File: src/rtl/beat_sequencer.sv
// rtl/beat_sequencer.sv - T1..T3 phase / W1..W3 beat timing generator for the hardwired controller.
// Optional macro BEAT_SINGLE_STEP_EN adds step_mode: halt at every instruction-cycle end.
module beat_sequencer #(
   parameter int CNT_W = 16
) (
   input  logic             clk,
   input  logic             clr,
   input  logic             qd,
   input  logic             short,
   input  logic             long,
   input  logic             stop,
`ifdef BEAT_SINGLE_STEP_EN
   input  logic             step_mode,
`endif
   output logic             t1,
   output logic             t2,
   output logic             t3,
   output logic             w1,
   output logic             w2,
   output logic             w3,
   output logic             running,
   output logic [CNT_W-1:0] instr_cnt
);

   typedef enum logic {HALT, RUN} state_t;

   localparam logic [2:0] PH_T1 = 3'b001;
   localparam logic [2:0] PH_T2 = 3'b010;
   localparam logic [2:0] PH_T3 = 3'b100;
   localparam logic [2:0] BT_W1 = 3'b001;
   localparam logic [2:0] BT_W2 = 3'b010;
   localparam logic [2:0] BT_W3 = 3'b100;

   state_t           state_q, state_d;
   logic [2:0]       phase_q, phase_d;
   logic [2:0]       beat_q, beat_d;
   logic [2:0]       resume_q, resume_d;
   logic [CNT_W-1:0] cnt_q, cnt_d;
   logic             qd_q;

   logic             start;
   logic             cyc_end;
   logic             step_halt;
   logic [2:0]       next_beat;

   always_ff @(posedge clk or negedge clr) begin
      if (!clr) begin
         state_q  <= HALT;
         phase_q  <= 3'b000;
         beat_q   <= 3'b000;
         resume_q <= BT_W1;
         cnt_q    <= '0;
         qd_q     <= 1'b0;
      end else begin
         state_q  <= state_d;
         phase_q  <= phase_d;
         beat_q   <= beat_d;
         resume_q <= resume_d;
         cnt_q    <= cnt_d;
         qd_q     <= qd;
      end
   end

   always_comb begin
      state_d   = state_q;
      phase_d   = phase_q;
      beat_d    = beat_q;
      resume_d  = resume_q;
      cnt_d     = cnt_q;
      start     = qd & ~qd_q;
      next_beat = BT_W1;
      cyc_end   = 1'b0;

      // short wins over long in W1; each flag is only meaningful in its own beat
      case (beat_q)
         BT_W1: begin
            if (short) cyc_end = 1'b1;
            else       next_beat = BT_W2;
         end
         BT_W2: begin
            if (long) next_beat = BT_W3;
            else      cyc_end = 1'b1;
         end
         default: cyc_end = 1'b1;
      endcase

`ifdef BEAT_SINGLE_STEP_EN
      step_halt = step_mode & cyc_end;
`else
      step_halt = 1'b0;
`endif

      case (state_q)
         HALT: begin
            if (start) begin
               state_d = RUN;
               phase_d = PH_T1;
               beat_d  = resume_q;
            end
         end
         default: begin
            case (phase_q)
               PH_T1:   phase_d = PH_T2;
               PH_T2:   phase_d = PH_T3;
               default: begin
                  if (cyc_end) cnt_d = cnt_q + {{(CNT_W-1){1'b0}}, 1'b1};
                  if (stop || step_halt) begin
                     state_d  = HALT;
                     phase_d  = 3'b000;
                     beat_d   = 3'b000;
                     resume_d = step_halt ? BT_W1 : next_beat;
                  end else begin
                     phase_d = PH_T1;
                     beat_d  = next_beat;
                  end
               end
            endcase
         end
      endcase
   end

   assign t1        = phase_q[0];
   assign t2        = phase_q[1];
   assign t3        = phase_q[2];
   assign w1        = beat_q[0];
   assign w2        = beat_q[1];
   assign w3        = beat_q[2];
   assign running   = (state_q == RUN);
   assign instr_cnt = cnt_q;

endmodule

File: config.mk
export PLATFORM = sky130hd
export DESIGN_NAME = beat_sequencer
export DESIGN_NICKNAME = d
export VERILOG_FILES = /design/src/rtl/beat_sequencer.sv
export SDC_FILE = /design/constraint.sdc
export NUM_CORES = 1
export LEC_CHECK = 0
export CAP_MARGIN = 10
export CORE_UTILIZATION = 40
export CTS_CLUSTER_SIZE = 8
export DETAILED_ROUTE_END_ITERATION = 8
export PLACE_DENSITY = 0.66
export RECOVER_POWER = 100
export SLEW_MARGIN = 20
export SYNTH_ARGS = -nofsm -noshare
export SYNTH_HDL_FRONTEND = slang
export SYNTH_SLANG_ARGS = --single-unit
File: constraint.sdc
create_clock -name clk -period 1.8 [get_ports clk]
set_input_delay 0.36 -clock clk [delete_from_list [all_inputs] [get_ports clk]]
set_output_delay 0.36 -clock clk [all_outputs]
set_load 0.01 [all_outputs]
==> results of run 1 <==
[power by group through the flow]
stage	logic, uW	clock network (uW)	registers (uW)
finish	1130	279	1010
global route	1250	311	1050
CTS	1150	284	1010
detailed placement	1150	0	1020
global placement	1120	0	1010
floorplan	634	0	1040
[through the flow]
stage / area [sq um] / util [%] / TNS, ps / instances
after detailed placement: 1640 / 53.7 / -1580 / 185
after global routing: 1680 / 55.1 / 0 / 189
final: 1680 / 55.1 / 0 / 189
after floorplan: 1290 / - / 0 / 111
after global placement: 1640 / 53.7 / -1150 / 185
after CTS: 1670 / 54.7 / 0 / 189
[final timing paths]
path	from	endpoint	slack, ps	depth (start not counted)
max	phase_q[1]	t2	60	1
min	instr_cnt[15]	instr_cnt[15]	480	1
max reg2reg	beat_q[1]	instr_cnt[11]	100	5
min reg2reg	instr_cnt[15]	instr_cnt[15]	480	1
max in group asynchronous	clr	running	780	2
min in group asynchronous	clr	instr_cnt[1]	560	2
[flip-flops by register name (all words and copies together), names as in the netlist]
signal and cells:
qd_q 1, resume_q 3, beat_q 3, phase_q 3, instr_cnt 16, running 1
[cells in the mapped netlist, types with 2 or more instances]
| master | count | area [sq um] |
|---|---|---|
| sky130_fd_sc_hd__dfrtp_1 | 26 | 651 |
| sky130_fd_sc_hd__xor2_1 | 15 | 131 |
| sky130_fd_sc_hd__nand2_1 | 9 | 33.8 |
| sky130_fd_sc_hd__nor4_1 | 6 | 37.5 |
| sky130_fd_sc_hd__o21ai_0 | 5 | 25.0 |
| sky130_fd_sc_hd__inv_1 | 4 | 15.0 |
| sky130_fd_sc_hd__mux2_2 | 4 | 45.0 |
| sky130_fd_sc_hd__nand3_1 | 3 | 15.0 |
| sky130_fd_sc_hd__nor2_1 | 3 | 11.3 |
| sky130_fd_sc_hd__nor3_1 | 3 | 15.0 |
| sky130_fd_sc_hd__nor4b_1 | 3 | 26.3 |
| sky130_fd_sc_hd__o22ai_1 | 3 | 18.8 |
| sky130_fd_sc_hd__nand4_1 | 2 | 12.5 |
| sky130_fd_sc_hd__nor2b_1 | 2 | 12.5 |
| sky130_fd_sc_hd__nor3b_1 | 2 | 15.0 |
| sky130_fd_sc_hd__o211ai_1 | 2 | 15.0 |
[routing by layer]
layer | GRT usage (%) | wire [microns] | part of all wire (%) | vias to the layer above
li1 | - | - | - | 465
met1 | 22.8 | 1260 | 50 | 444
met2 | 26.1 | 1170 | 47 | 14
met3 | 2.86 | 52 | 2.1 | 2
met4 | 6.12 | 16 | 0.64 | 0
met5 | 0 | 0 | 0 | -
[final cells by class]
type,instances,area [sq um],area share (%)
flip-flops and latches,27,679,40.4
multi-input cells,77,578,34.4
repair buffers,33,324,19.3
well taps,44,55.1,3.27
clock buffers,3,22.5,1.34
inverters,4,15.0,0.893
clock inverters,1,7.51,0.446
[kinds of logic after synthesis]
group                    Yosys count  synth area share [%]
AO/OA/AOI/OAI                     14                  7.84
XOR/XNOR                          16                  10.8
adder cells (fa/ha/maj)            1                 0.968
buffers and inverters              7                  4.16
flip-flops                        27                  52.4
multiplexers                       4                  3.48
AND/OR/NAND/NOR                   42                  20.3
[timing repair]
| item | CTS | global route |
|---|---|---|
| setup buffers | 0 | 0 |
| gates resized for setup | 0 | 5 |
| endpoints found under the setup margin | 0 | 4 |
| hold endpoints to repair | 0 | 0 |
==> run summary, run 1 <==
• sky130_fd_sc_hd__dfrtp_1 — most common library cell in the layout ignoring fill and taps
• 4.89 — via density per instance
• 5 — Worst Path Max Fanout
• 58.8 microns — die extent in x
• 41.8% — part of the power in registers
• 942 — number of global-route vias before repair
• 111 — Cells after Synth
• 1 — Bufs and invs on worst path
• 0.793 — routability congestion estimate from global placement
• 118 — Post-Synthesis Net Count
• completed — result of the run
• 22 — Starting DRT DRC Count
• output port — nature of the critical path endpoint
• 0 — grt total ovfl
• sky130_fd_sc_hd__dfrtp_1 — dominant register cell in the synthesized netlist
• 2500 microns — Final Routed Wirelength
• 0 — DRC violation count after routing
• 16.5% — overall track demand over capacity in global routing
• 575 MHz — f_max
• flop — Critical Path Start Type
• 0.000647 uW — leakage power
• 0 — final setup violating endpoints
• reg2out — Crit Path Category
• 1290 sq um — cell area after synthesis
• 4 — number of search-and-repair iterations in the first detailed-routing pass
• 58.8 microns — die height
• yes — TritonCTS clock tree
• sky130_fd_sc_hd__clkdlybuf4s50_1 — highest-delay cell along the critical path
• 0 — number of antenna violations at the first check in global routing
• 28 — number of port buffers
• 570 ps — Largest stage delay, worst path
• 42.3% — Initial Utilization
• 28 — maximum number of pins on one net before global-route repair
• 274 — Fill cells
• 0.808 mV — maximum VDD drop
• buffers and inverters — critical path's top delay family
• 170 ps — clock edge transition at the registers on the reported setup and hold paths
• 20 — count of standard-cell rows
• reg2reg — Min-Delay Path Class
• 479 ps — Worst Hold Slack
• 100% — share of synthesized flip-flops with an asynchronous set or reset
• -146 ps — placement-stage worst setup slack
• 2 — largest buffer count on any clock path
• 153 — Layout Nets
• 0 — Detail Route Antenna Nets
• 35 — distinct cell type count of the synthesized netlist
• 1440 nW/um^2 — PD cells
• 1500 uW — internal power
• 924 uW — total net switching power
• 0 — number of slew-limit violations in the final report
• 3050 sq um — floorplan core area
• 61.7 ps — min setup slack post-route
• 0 — max_cap viols
• sky130_fd_sc_hd__dfrtp_1 (24), sky130_fd_sc_hd__clkdlybuf4s50_1 (23), sky130_fd_sc_hd__xor2_1 (15) — most used cells in the layout excluding fill and tap cells
• 27 — number of sinks handled by clock tree synthesis
• 1740 ps — time the final worst path needs with I/O delays and setup
• 662 ps — worst slew pin tran
• 11.5% — fraction of power consumed by the clock network
• 30.1% — Layout Area Growth over Synthesis
• 27 — #FFs+latches synth
• clkdlybuf4s50_1 — CP Cell Sequence
• 12.9 ps — final setup skew
• 3460 sq um — Total Die Area
• 1380 ps — data arrival time of the critical path
• 3 — total clock buffers created by CTS
• 29 — top-level port count
• 0 — CTS Hold Bufs
• 55.9% — worst relative slew slack
• 2420 uW — total power
• 330 ps — clock insertion delay at the later pin of the skew report
• 11.6 sq um — Avg Inst Size Synth
• false — unrepaired setup endpoints after global routing
• 1440 ps — data required time at the worst endpoint
• 96.6% — crit share post-route
• 13.2 microns — routed length per instance
• 0 — Diodes inserted
• sky130_fd_sc_hd__clkbuf_4 — Clock Tree Root
• 4290 microns — wire length of the first global-routing pass
• 0 — yosys warns
• 0 — EDFF count, synth
• 925 — total number of vias
• 52.4% — sequential area share after synthesis
• 0 — Hold Vio Cnt, Final
• 46.7% — portion of total power attributed to combinational logic
• 38.2% — Switching Share
• 1790 microns — HPWL Detailed
• 1 — Max H-tree Level
• 15.2% — proportion of layout cells with a drive suffix above 1
(Power assumes the default switching activity.)
==> run 2: changes to the inputs <==
CAP_MARGIN = 20   (was 10)
CORE_UTILIZATION = 49   (was 40)
PLACE_DENSITY = 0.78   (was 0.66)
==> run 2 against run 1 <==
Compared with the run above:
- design area is 0.52% lower
- clock skew is 12 ps lower
- total power is 0.29% lower
- sequential power hardly changed
- wire length is 2.0% higher
- global-route usage is 2.6 points higher
- worst setup slack better by 1.9 ps
- combinational power is 4% higher
==> run summary, run 2 (synthesis gave the netlist of run 1 again) <==
• 90 ps — R2R Setup Slk
• 5 — R2R depth
• 15.1% — proportion of layout cells with a drive suffix above 1
• 1 — Bufs and invs on worst path
• 0 — Diodes inserted
• 4 — Worst Path Max Fanout
• completed — result of the run
• beat_q[1] — r2r startpoint
• 1440 ps — data required time at the worst endpoint
• 3.16% — GR Layer Usage met3
• 16 — max FFs per register
• 3940 microns — wire length of the first global-routing pass
• 0 — DRC violation count after routing
• 0 — final setup violating endpoints
• 29.4% — Layout Area Growth over Synthesis
• flop — Critical Path Start Type
• 56.5% — worst relative slew slack
• 23.7% — met1 Resource Use GR
• 2 — largest buffer count on any clock path
• buffers and inverters — critical path's top delay family
• 28 — number of port buffers
• 2480 sq um — floorplan core area
• 0 — Hold Vio Cnt, Final
• sky130_fd_sc_hd__dfrtp_1 — most common library cell in the layout ignoring fill and taps
• output port — nature of the critical path endpoint
• 0 — Detail Route Antenna Nets
• 678 sq um — Storage cell area
• 171 — cell total after placement
• 14.5 microns — routed length per instance
• 1380 ps — data arrival time of the critical path
• 1440 nW/um^2 — PD cells
• 28 — maximum number of pins on one net before global-route repair
• 1.09 mV — maximum VDD drop
• 932 — number of global-route vias before repair
• 310 ps — clock insertion delay at the later pin of the skew report
• 18 — count of standard-cell rows
• 4 — number of search-and-repair iterations in the first detailed-routing pass
• 576 MHz — f_max
• 1.14 ps — final setup skew
• 27 — number of sinks handled by clock tree synthesis
• 96.5% — crit share post-route
• reg2reg — Min-Delay Path Class
• sky130_fd_sc_hd__clkbuf_4 — Clock Tree Root
• dlygate4sd3_1 — CP Cell Sequence
• 140 ps — clock edge transition at the registers on the reported setup and hold paths
• 0.000650 uW — leakage power
• 3 — total clock buffers created by CTS
• 584 sq um — area of the multi-input gates
• 1740 ps — time the final worst path needs with I/O delays and setup
• 53.4 microns — die extent in x
• 0 — number of slew-limit violations in the final report
• 620 ps — Largest stage delay, worst path
• sky130_fd_sc_hd__dfrtp_1 (25), sky130_fd_sc_hd__xor2_1 (15), sky130_fd_sc_hd__clkdlybuf4s50_1 (15) — most used cells in the layout excluding fill and tap cells
• met2 — Most Crowded Layer GR
• 951 — total number of vias
• 653 ps — worst slew pin tran
• reg2out — Crit Path Category
• 19.2% — overall track demand over capacity in global routing
• 5.40 — via density per instance
• instr_cnt[15] — worst r2r dst
• 1 — number of stages on the worst hold path
• instr_cnt[15] — Hold Crit Endpoint
• 31.5% — M2 GR Usage
• 0 — number of antenna violations at the first check in global routing
• 198 — Fill cells
• 2550 microns — Final Routed Wirelength
• 8 — Starting DRT DRC Count
• 176 — post-route insts no fill
• 0 — grt total ovfl
• 0.751 — routability congestion estimate from global placement
• 0 — max_cap viols
• false — unrepaired setup endpoints after global routing
• 29 — top-level port count
• 53.4 microns — die height
• 154 — Layout Nets
• 2850 sq um — Total Die Area
• yes — TritonCTS clock tree
• 52.2% — Initial Utilization
• 1880 microns — HPWL Detailed
• 1 — Max H-tree Level
• instr_cnt[15] — Min-Delay Startpoint
• 2420 uW — total power
• sky130_fd_sc_hd__dlygate4sd3_1 — highest-delay cell along the critical path
## run 2: power by group
group / internal [uW] / switching (uW)
combinational: 610 / 557
sequential: 798 / 196
clock: 86.6 / 168
total: 1490 / 921
## run 2: cell type report
class | instances | area share (%)
Clock buffer | 4 | 1.57
Inverter | 4 | 0.898
Multi-Input combinational cell | 77 | 34.9
Sequential cell | 27 | 40.5
Tap cell | 30 | 2.24
Timing Repair Buffer | 34 | 19.8
## run 2: metal layers
metal	wire length, microns	vias up
met2	1310	10
met5	0	-
li1	-	468
met4	0	0
met1	1190	473
met3	53	0
## run 2: metrics by stage
step                instance area (sq um)  utilization, %  hold WS [ps]  setup slack, ps  TNS [ps]
floorplan                            1290               -          64.4              155         0
global placement                     1620            65.5           455            -89.9     -1050
detailed placement                   1620            65.5           463             -134     -1590
CTS                                  1660            66.9           401             85.3         0
global route                         1670            67.5           493             26.6         0
finish                               1670            67.5           473             63.6         0
## run 2: what timing repair did
item	in CTS	in global routing
gates cloned	0	0
hold buffers	0	0
setup endpoints to repair	1	4
setup buffers	1	0
resized for setup	1	4
hold endpoints to repair	0	0
## run 2: worst max path at each step
stage                  start             to  slack (ps)  depth (start not counted)
6_report       instr_cnt[13]  instr_cnt[13]          60                          1
5_1_grt           phase_q[0]             t1          30                          1
4_1_cts         instr_cnt[3]   instr_cnt[3]          90                          1
3_5_place_dp           short  instr_cnt[15]        -130                          6
3_3_place_gp           short  instr_cnt[15]         -90                          6
2_1_floorplan      beat_q[2]      beat_q[0]         160                          5
==> run 3: changes to the inputs <==
CORE_ASPECT_RATIO = 1.2   (was not set)
==> run 3 against run 2 <==
Compared with the run above:
- maximum frequency grew 0.39%
- critical path type unchanged
- total power rose by 2.2%
- critical endpoint is now w1
- flip-flop and latch count stayed put
- hold slack improved by 4.1 ps
==> run summary, run 3 (synthesis gave the netlist of run 1 again) <==
• 56.8% — worst relative slew slack
• 16.7% — proportion of layout cells with a drive suffix above 1
• 0 — final setup violating endpoints
• 2530 sq um — floorplan core area
• 1.19 mV — maximum VDD drop
• true — unrepaired setup endpoints after global routing
• 0 — Hold Vio Cnt, Final
• 0 — number of antenna violations at the first check in global routing
• 1460 nW/um^2 — PD cells
• 48.9 microns — die extent in x
• 0 — Detail Route Antenna Nets
• 1370 ps — data arrival time of the critical path
• reg2reg — Min-Delay Path Class
• sky130_fd_sc_hd__dfrtp_1 (25), sky130_fd_sc_hd__clkdlybuf4s50_1 (22), sky130_fd_sc_hd__xor2_1 (15) — most used cells in the layout excluding fill and tap cells
• 1440 ps — data required time at the worst endpoint
• 5.42 — via density per instance
• flop — Critical Path Start Type
• dlygate4sd3_1 — CP Cell Sequence
• 8.98 ps — final setup skew
• 678 sq um — Storage cell area
• 1008 — number of global-route vias before repair
• output port — nature of the critical path endpoint
• 2480 microns — Final Routed Wirelength
• 992 — total number of vias
• 70.4 ps — min setup slack post-route
• 150 ps — clock edge transition at the registers on the reported setup and hold paths
• 4 — Worst Path Max Fanout
• 31.0% — Layout Area Growth over Synthesis
• 1730 ps — time the final worst path needs with I/O delays and setup
• reg2out — Crit Path Category
• 4250 microns — wire length of the first global-routing pass
• 4 — number of search-and-repair iterations in the first detailed-routing pass
• 177 — Fill cells
• 0 — max_cap viols
• 0 — grt total ovfl
• 1 — Bufs and invs on worst path
• completed — result of the run
• 1 — Max H-tree Level
• 330 ps — clock insertion delay at the later pin of the skew report
• 610 ps — Largest stage delay, worst path
• 3 — total clock buffers created by CTS
• 1780 microns — HPWL Detailed
• yes — TritonCTS clock tree
• 28 — maximum number of pins on one net before global-route repair
• 158 — Layout Nets
• 28 — number of port buffers
• 0.000665 uW — leakage power
• 571 sq um — area of the multi-input gates
• 51.1% — Initial Utilization
• 2 — largest buffer count on any clock path
• 2470 uW — total power
• buffers and inverters — critical path's top delay family
• 96.1% — crit share post-route
• 0.766 — routability congestion estimate from global placement
• 0 — Resized Gates After CTS
• 0 — buffers inserted during post-CTS setup optimization
• 20 — count of standard-cell rows
• 29 — Starting DRT DRC Count
• 648 ps — worst slew pin tran
• 0 — Diodes inserted
• 19.3% — overall track demand over capacity in global routing
• sky130_fd_sc_hd__dfrtp_1 — most common library cell in the layout ignoring fill and taps
• 29 — top-level port count
• 2850 sq um — Total Die Area
• 27 — number of sinks handled by clock tree synthesis
• 0 — DRC violation count after routing
• 0 — number of slew-limit violations in the final report
• -104 ps — placement-stage worst setup slack
• 70 ps — R2R Setup Slk
• 58.3 microns — die height
• 0 — CTS Hold Bufs
• 13.5 microns — routed length per instance
• 578 MHz — f_max
• sky130_fd_sc_hd__dlygate4sd3_1 — highest-delay cell along the critical path
• 16 — max FFs per register
• sky130_fd_sc_hd__clkbuf_4 — Clock Tree Root
[run 3: worst register-to-register path, delay by kind of cell, from the launching register on]
kind	cells	cell delay, ps
flip-flops	1	440
XOR/XNOR	1	170
buffers and inverters	1	170
AND/OR/NAND/NOR	3	850
[run 3: report_power, final]
group	switching, uW	internal (uW)
clock	180	85.1
sequential	216	798
combinational	542	646
total	938	1530
[run 3: stage by stage]
step | area [sq um] | setup TNS (ps) | std cells | hold slack, ps | util (%)
final | 1690 | 0 | 183 | 477 | 67.0
after global routing | 1690 | -4.27 | 183 | 486 | 67.0
after CTS | 1690 | 0 | 183 | 391 | 67.0
after detailed placement | 1660 | -1270 | 179 | 464 | 65.8
after global placement | 1660 | -1000 | 179 | 457 | 65.8
after floorplan | 1290 | 0 | 111 | 64.4 | -
[run 3: worst paths after layout]
kind / start / to / cells after the start
max: beat_q[0] / w1 / 1
min: instr_cnt[15] / instr_cnt[15] / 1
max reg2reg: beat_q[2] / instr_cnt[13] / 5
min reg2reg: instr_cnt[15] / instr_cnt[15] / 1
max in group asynchronous: clr / running / 2
min in group asynchronous: clr / beat_q[1] / 2
[run 3: area by class of cell]
| class | instances | share of cell area (%) |
|---|---|---|
| inverters | 4 | 0.887 |
| clock inverters | 1 | 0.443 |
| flip-flops and latches | 27 | 40.1 |
| well taps | 33 | 2.44 |
| repair buffers | 38 | 21.1 |
| clock buffers | 3 | 1.33 |
| multi-input cells | 77 | 33.7 |
[run 3: layer usage]
| metal | vias up | part of all wire (%) | GRT usage [%] |
|---|---|---|---|
| met4 | 0 | 1.4 | 10.1 |
| met5 | - | 0 | 0 |
| met1 | 478 | 45 | 24.3 |
| met3 | 5 | 3.9 | 2.62 |
| met2 | 33 | 50 | 32.3 |
| li1 | 476 | - | - |
